--- config.mk ---
export PLATFORM = sky130hd
export DESIGN_NAME = mc_sequencer_flat
export DESIGN_NICKNAME = d
export VERILOG_FILES = /design/src/rtl/mc_sequencer_if.sv /design/src/rtl/mc_sequencer.sv /design/src/flat_wrapper.sv
export SDC_FILE = /design/constraint.sdc
export NUM_CORES = 1
export LEC_CHECK = 0
export ABC_AREA = 1
export CAP_MARGIN = 30
export CORE_UTILIZATION = 30
export CTS_CLUSTER_SIZE = 16
export DETAILED_ROUTE_END_ITERATION = 6
export GPL_ROUTABILITY_DRIVEN = 0
export PLACE_DENSITY = 0.56
export SKIP_LAST_GASP = 1
export SLEW_MARGIN = 20
export SYNTH_ARGS = -nofsm -noshare
export SYNTH_HDL_FRONTEND = slang
export SYNTH_SLANG_ARGS = --single-unit
export TNS_END_PERCENT = 100
--- constraint.sdc ---
create_clock -name clk -period 2.5 [get_ports clk]
set_input_delay 0.5 -clock clk [delete_from_list [all_inputs] [get_ports clk]]
set_output_delay 0.5 -clock clk [all_outputs]
set_load 0.005 [all_outputs]
--- src/rtl/mc_sequencer_if.sv ---
// Instruction/data memory handshake bundle between the sequencer (master) and the memories (slave).
// Addresses and requests flow out of the sequencer; acks and fetched data flow back in.
interface mc_sequencer_if #(
  parameter int unsigned ADDR_W = 32
);
  logic              imem_req;
  logic [ADDR_W-1:0] imem_addr;
  logic              imem_ack;
  logic [31:0]       imem_rdata;
  logic              dmem_req;
  logic              dmem_we;
  logic              dmem_ack;

  modport master (
    output imem_req,
    output imem_addr,
    input  imem_ack,
    input  imem_rdata,
    output dmem_req,
    output dmem_we,
    input  dmem_ack
  );

  modport slave (
    input  imem_req,
    input  imem_addr,
    output imem_ack,
    output imem_rdata,
    input  dmem_req,
    input  dmem_we,
    output dmem_ack
  );
endinterface

--- src/rtl/mc_sequencer.sv ---
// Multi-cycle FETCH/EXEC/MEM sequencer for an RV32I datapath on variable-latency memories.
// Owns PC and instruction register, gates write-back and tracks retires, timeouts and traps.
module mc_sequencer #(
  parameter int unsigned       ADDR_W   = 32,
  parameter logic [ADDR_W-1:0] RESET_PC = '0,
  parameter int unsigned       TIMEOUT  = 255,
  parameter int unsigned       CNT_W    = 32
) (
  input  logic              clk,
  input  logic              rst_n,
  mc_sequencer_if.master    bus_io,
  output logic [31:0]       instr_o,
  output logic [ADDR_W-1:0] pc_o,
  output logic [ADDR_W-1:0] pc_four_o,
  input  logic              pc_sel_i,
  input  logic [ADDR_W-1:0] alu_data_i,
  input  logic              is_load_i,
  input  logic              is_store_i,
  input  logic              reg_wr_en_dec_i,
  output logic              rf_wr_en_o,
  output logic              insn_vld_o,
  output logic [ADDR_W-1:0] pc_debug_o,
  output logic [CNT_W-1:0]  retire_cnt_o,
  output logic              err_o,
  output logic [ADDR_W-1:0] err_pc_o
);

  localparam logic [31:0] Nop       = 32'h0000_0013;
  localparam logic [31:0] TimeoutM1 = 32'(TIMEOUT - 1);

  typedef enum logic [2:0] {StIdle, StFetch, StExec, StMem, StErr} state_e;

  state_e            state_q, state_d;
  logic [ADDR_W-1:0] pc_q, pc_d;
  logic [31:0]       instr_q, instr_d;
  logic [31:0]       wait_q, wait_d;
  logic              insn_vld_q, insn_vld_d;
  logic [ADDR_W-1:0] pc_debug_q, pc_debug_d;
  logic [CNT_W-1:0]  retire_cnt_q, retire_cnt_d;
  logic              err_q, err_d;
  logic [ADDR_W-1:0] err_pc_q, err_pc_d;

  logic              imem_req, dmem_req, dmem_we, rf_wr_en;
  logic [ADDR_W-1:0] pc_four;
  logic              misaligned;
  logic              timeout_hit;

  assign pc_four     = pc_q + ADDR_W'(4);
  assign misaligned  = pc_sel_i && (alu_data_i[1:0] != 2'b00);
  // Ack in the same cycle as the final wait cycle is checked first, so it wins.
  assign timeout_hit = (TIMEOUT != 0) && (wait_q == TimeoutM1);

  always_comb begin
    state_d      = state_q;
    pc_d         = pc_q;
    instr_d      = instr_q;
    wait_d       = wait_q;
    insn_vld_d   = 1'b0;
    pc_debug_d   = pc_debug_q;
    retire_cnt_d = retire_cnt_q;
    err_d        = err_q;
    err_pc_d     = err_pc_q;
    imem_req     = 1'b0;
    dmem_req     = 1'b0;
    dmem_we      = 1'b0;
    rf_wr_en     = 1'b0;

    unique case (state_q)
      StIdle: begin
        state_d = StFetch;
        wait_d  = '0;
      end

      StFetch: begin
        imem_req = 1'b1;
        if (bus_io.imem_ack) begin
          instr_d = bus_io.imem_rdata;
          state_d = StExec;
        end else if (timeout_hit) begin
          err_d    = 1'b1;
          err_pc_d = pc_q;
          state_d  = StErr;
        end else begin
          wait_d = wait_q + 32'd1;
        end
      end

      StExec: begin
        if (is_load_i || is_store_i) begin
          state_d = StMem;
          wait_d  = '0;
        end else if (misaligned) begin
          err_d    = 1'b1;
          err_pc_d = pc_q;
          state_d  = StErr;
        end else begin
          rf_wr_en     = reg_wr_en_dec_i;
          pc_d         = pc_sel_i ? alu_data_i : pc_four;
          insn_vld_d   = 1'b1;
          pc_debug_d   = pc_q;
          retire_cnt_d = retire_cnt_q + CNT_W'(1);
          state_d      = StFetch;
          wait_d       = '0;
        end
      end

      StMem: begin
        dmem_req = 1'b1;
        dmem_we  = is_store_i;
        if (bus_io.dmem_ack) begin
          if (misaligned) begin
            err_d    = 1'b1;
            err_pc_d = pc_q;
            state_d  = StErr;
          end else begin
            rf_wr_en     = reg_wr_en_dec_i && is_load_i;
            pc_d         = pc_four;
            insn_vld_d   = 1'b1;
            pc_debug_d   = pc_q;
            retire_cnt_d = retire_cnt_q + CNT_W'(1);
            state_d      = StFetch;
            wait_d       = '0;
          end
        end else if (timeout_hit) begin
          err_d    = 1'b1;
          err_pc_d = pc_q;
          state_d  = StErr;
        end else begin
          wait_d = wait_q + 32'd1;
        end
      end

      StErr: begin
        state_d = StErr;
      end

      default: begin
        state_d = StIdle;
      end
    endcase
  end

  always_ff @(posedge clk or negedge rst_n) begin
    if (!rst_n) begin
      state_q      <= StIdle;
      pc_q         <= RESET_PC;
      instr_q      <= Nop;
      wait_q       <= '0;
      insn_vld_q   <= 1'b0;
      pc_debug_q   <= '0;
      retire_cnt_q <= '0;
      err_q        <= 1'b0;
      err_pc_q     <= '0;
    end else begin
      state_q      <= state_d;
      pc_q         <= pc_d;
      instr_q      <= instr_d;
      wait_q       <= wait_d;
      insn_vld_q   <= insn_vld_d;
      pc_debug_q   <= pc_debug_d;
      retire_cnt_q <= retire_cnt_d;
      err_q        <= err_d;
      err_pc_q     <= err_pc_d;
    end
  end

  assign bus_io.imem_req  = imem_req;
  assign bus_io.imem_addr = pc_q;
  assign bus_io.dmem_req  = dmem_req;
  assign bus_io.dmem_we   = dmem_we;

  assign instr_o      = instr_q;
  assign pc_o         = pc_q;
  assign pc_four_o    = pc_four;
  assign rf_wr_en_o   = rf_wr_en;
  assign insn_vld_o   = insn_vld_q;
  assign pc_debug_o   = pc_debug_q;
  assign retire_cnt_o = retire_cnt_q;
  assign err_o        = err_q;
  assign err_pc_o     = err_pc_q;

endmodule

--- src/flat_wrapper.sv ---
// flat-port wrapper written by rule: the top's interface ports become plain ports
module mc_sequencer_flat 
#(
  parameter int unsigned       ADDR_W   = 32,
  parameter logic [ADDR_W-1:0] RESET_PC = '0,
  parameter int unsigned       TIMEOUT  = 255,
  parameter int unsigned       CNT_W    = 32
)
  (clk, rst_n, instr_o, pc_o, pc_four_o, pc_sel_i, alu_data_i, is_load_i, is_store_i, reg_wr_en_dec_i, rf_wr_en_o, insn_vld_o, pc_debug_o, retire_cnt_o, err_o, err_pc_o, bus_io_imem_req, bus_io_imem_addr, bus_io_imem_ack, bus_io_imem_rdata, bus_io_dmem_req, bus_io_dmem_we, bus_io_dmem_ack);
  mc_sequencer_if #(.ADDR_W(ADDR_W)) bus_io_i ();
  input  logic clk;
  input  logic rst_n;
  output logic [31:0] instr_o;
  output logic [ADDR_W-1:0] pc_o;
  output logic [ADDR_W-1:0] pc_four_o;
  input  logic pc_sel_i;
  input  logic [ADDR_W-1:0] alu_data_i;
  input  logic is_load_i;
  input  logic is_store_i;
  input  logic reg_wr_en_dec_i;
  output logic rf_wr_en_o;
  output logic insn_vld_o;
  output logic [ADDR_W-1:0] pc_debug_o;
  output logic [CNT_W-1:0] retire_cnt_o;
  output logic err_o;
  output logic [ADDR_W-1:0] err_pc_o;
  output wire logic [$bits(bus_io_i.imem_req)-1:0] bus_io_imem_req;
  output wire logic [$bits(bus_io_i.imem_addr)-1:0] bus_io_imem_addr;
  input wire logic [$bits(bus_io_i.imem_ack)-1:0] bus_io_imem_ack;
  input wire logic [$bits(bus_io_i.imem_rdata)-1:0] bus_io_imem_rdata;
  output wire logic [$bits(bus_io_i.dmem_req)-1:0] bus_io_dmem_req;
  output wire logic [$bits(bus_io_i.dmem_we)-1:0] bus_io_dmem_we;
  input wire logic [$bits(bus_io_i.dmem_ack)-1:0] bus_io_dmem_ack;
  assign bus_io_imem_req = bus_io_i.imem_req;
  assign bus_io_imem_addr = bus_io_i.imem_addr;
  assign bus_io_i.imem_ack = bus_io_imem_ack;
  assign bus_io_i.imem_rdata = bus_io_imem_rdata;
  assign bus_io_dmem_req = bus_io_i.dmem_req;
  assign bus_io_dmem_we = bus_io_i.dmem_we;
  assign bus_io_i.dmem_ack = bus_io_dmem_ack;
  mc_sequencer #(.ADDR_W(ADDR_W), .RESET_PC(RESET_PC), .TIMEOUT(TIMEOUT), .CNT_W(CNT_W)) u_core (.clk(clk), .rst_n(rst_n), .bus_io(bus_io_i), .instr_o(instr_o), .pc_o(pc_o), .pc_four_o(pc_four_o), .pc_sel_i(pc_sel_i), .alu_data_i(alu_data_i), .is_load_i(is_load_i), .is_store_i(is_store_i), .reg_wr_en_dec_i(reg_wr_en_dec_i), .rf_wr_en_o(rf_wr_en_o), .insn_vld_o(insn_vld_o), .pc_debug_o(pc_debug_o), .retire_cnt_o(retire_cnt_o), .err_o(err_o), .err_pc_o(err_pc_o));
endmodule
==> metrics.txt <==
DIE AREA 36970 µm²; IR drop worst, VDD 594.1 µV; mapped cell area 10860 µm²; synth warn 0; FMAX 0.3810 GHz; Final Hold Vio Count 0; Setup crit end kind primary output; global-route wire length before repair 57.97 mm; sequential share of the synthesized area 45.43%; status complete, but fails checks; final setup fails 7; worst-path fanout max 4; Fill cells 3512; Slew Limit Headroom 46.32%; RSZ-0062 raised after global routing true; Leak 7.386 nW; PortBufs 301; final instance area 16400 µm²; num rows 69; antenna-violating nets left 0; crit share post-route 105.0%; leading cell type in the layout, fill and taps excluded nand2_1; CTS tree yes; via count 10940; TritonCTS buffer count 17; final WL 37.95 mm; initial drt markers 541; Critical Path Source Type flip-flop; Pre-antenna DRT Iters 4; Fin Hold WS 478.3 ps; syn nets 1477; layout cells sized above 1 22.11%; clk buf depth 2; Die X 192.3 µm; core area 35570 µm²; synthesized area per cell 7.752 µm²; largest net degree at the start of global routing 78; ys async rst share 100.0%; Initial Utilization 30.53%; fin. max-slew vios 0; drt wl/cell 16.55 µm; crit path kind flip-flop to primary output; Hold Path Class flip-flop to flip-flop; clock-pin slew on the worst setup and hold paths 80 ps; vias in the first global route 10440; Clock Sink Count 197; final setup skew 17.77 ps; Avg Vias per Cell 4.769; H-tree levels 4; GRT Resource Usage Total 20.47%; initial antenna violation count 0; Seq cells post-synth 197; Clock Latency Late Sink 460 ps; ys flop type dfrtp_1; global route overflow 0; Post-DP Area 14940 µm²; clock root buffer master clkbuf_16; worst path required time 2000 ps; fin nets 1895; Mapped Cells 1401; Detail Placement HPWL 28.05 mm; count of different cell masters after synthesis 38; Inserted Diodes 0; setup ws final -124.9 ps; commonest non-fill, non-tap cells in the layout nand2_1, clkdlybuf4s50_1, dfrtp_1; # IOs 302; Final min period 2625 ps; Power Density 1098 nW/µm²; failing checks setup timing; Area Overhead vs Synth 51.03%; Max Cap Violations 0; DRC errors left 0; number of synthesized flops with an enable pin 0; CP Data Arrival Time 2120 ps; placed cell count 2203; die span in y 192.3 µm; Slew @ Worst Pin 805.2 ps; total power 18.00 mW; post-route insts no fill 2293
==> per-stage QoR <==
step	util, %	setup slack (ps)	setup TNS [ps]
CTS	45.01	-194.2	-1063
global route	46.11	-250.3	-1684
floorplan	-	416.8	0
detailed placement	42.01	-158.2	-433.4
finish	46.11	-124.9	-415.5
global placement	42.01	-142.9	-351.4
==> registers in the layout, summed over array words and instances (netlist names) <==
register                 cells
u_core.bus_io.imem_addr     32
u_core.err_pc_o             32
u_core.instr_o              32
u_core.pc_debug_o           32
u_core.retire_cnt_o         32
u_core.wait_q               32
u_core.state_q               3
u_core.err_o                 1
u_core.insn_vld_o            1
==> layer usage <==
layer	vias to the layer above	global-route usage, %	routed length (µm)
met3	60	4.073	2500
met5	-	0	0
li1	5305	-	-
met1	5156	26.53	16420
met4	0	6.602	944
met2	415	34.06	18090
==> synthesized netlist by cell type, types with 4 or more instances <==
library cell  number  area (µm²)
a21oi_1           16       80.08
inv_2              4       15.01
o211ai_1           6       45.04
o21ai_1           11       55.05
inv_1            122       457.9
nand2_1          413        1550
xnor2_1           13       113.9
o21ai_0           99       495.5
o22ai_1           23       143.9
nor2_1           154       578.1
mux2_2            32       360.4
nand4_1           25       156.4
buf_2             17       85.08
clkbuf_1          18       67.56
o21ai_2           25       219.0
xor2_1            30       262.8
nand3_1           81       405.4
buf_4             35       262.8
dfrtp_1          194        4855
nand2_2           23       143.9
buf_6              6       67.56
ha_1               4       50.05
nor3_1            25       125.1
==> worst max-delay path: stages, from the launching register on <==
cell             delay (ps)
dfrtp_1                 420
ha_4                    170
nand2_2                  50
nor2_1                   90
nand2_1                  90
inv_2                    80
nand3_2                  70
buf_6                   140
nor2_4                  130
nand2_1                  70
nand2_1                  50
nand2_1                  80
clkdlybuf4s15_1         220
==> kinds of logic after synthesis <==
family | share of synthesized area [%]
xor gates and xnor gates | 3.468
muxes | 3.318
AOI/OAI and AO/OA | 9.735
buffers and inverters | 8.986
DFF | 45.43
adders and majority gates | 0.4608
and+or+nand+nor | 28.61
==> report_power, final <==
part	switching (mW)	total, mW	internal (mW)	leakage, nW
logic	4.75	10.0	5.27	4.61
registers	0.880	5.21	4.33	2.50
clock network	1.34	2.78	1.43	0.278
total	6.97	18.0	11.0	7.39
==> cell type report <==
class	count	area (µm²)	area share (%)
multi-input cells	998	5355	32.65
flip-flops and latches	197	4937	30.10
repair buffers	477	4467	27.23
well taps	461	576.8	3.517
inverters	128	488.0	2.975
clock buffers	19	442.9	2.700
clock inverters	13	135.1	0.8239
==> worst paths after layout <==
kind	start	endpoint	slack, ps	depth (start not counted)
worst max-delay path	u_core.bus_io.imem_addr[2]	pc_four_o[22]	-120	12
worst min-delay path	u_core.err_o	u_core.err_o	480	2
worst max register to register	u_core.bus_io.imem_addr[13]	u_core.bus_io.imem_addr[21]	40	18
worst min register to register	u_core.err_o	u_core.err_o	480	2
max in group asynchronous	rst_n	u_core.instr_o[4]	1150	3
min in group asynchronous	rst_n	u_core.pc_debug_o[26]	570	2
==> what timing repair did <==
| item | 4_1_cts | 5_1_grt |
|---|---|---|
| hold buffers | 1 | 0 |
| endpoints found under the setup margin | 28 | 28 |
| setup buffers | 40 | 21 |
| resized for setup | 140 | 81 |
| pin swaps | 30 | 45 |
| endpoints found under the hold margin | 7 | 0 |
Power figures use the tool's default switching activity.
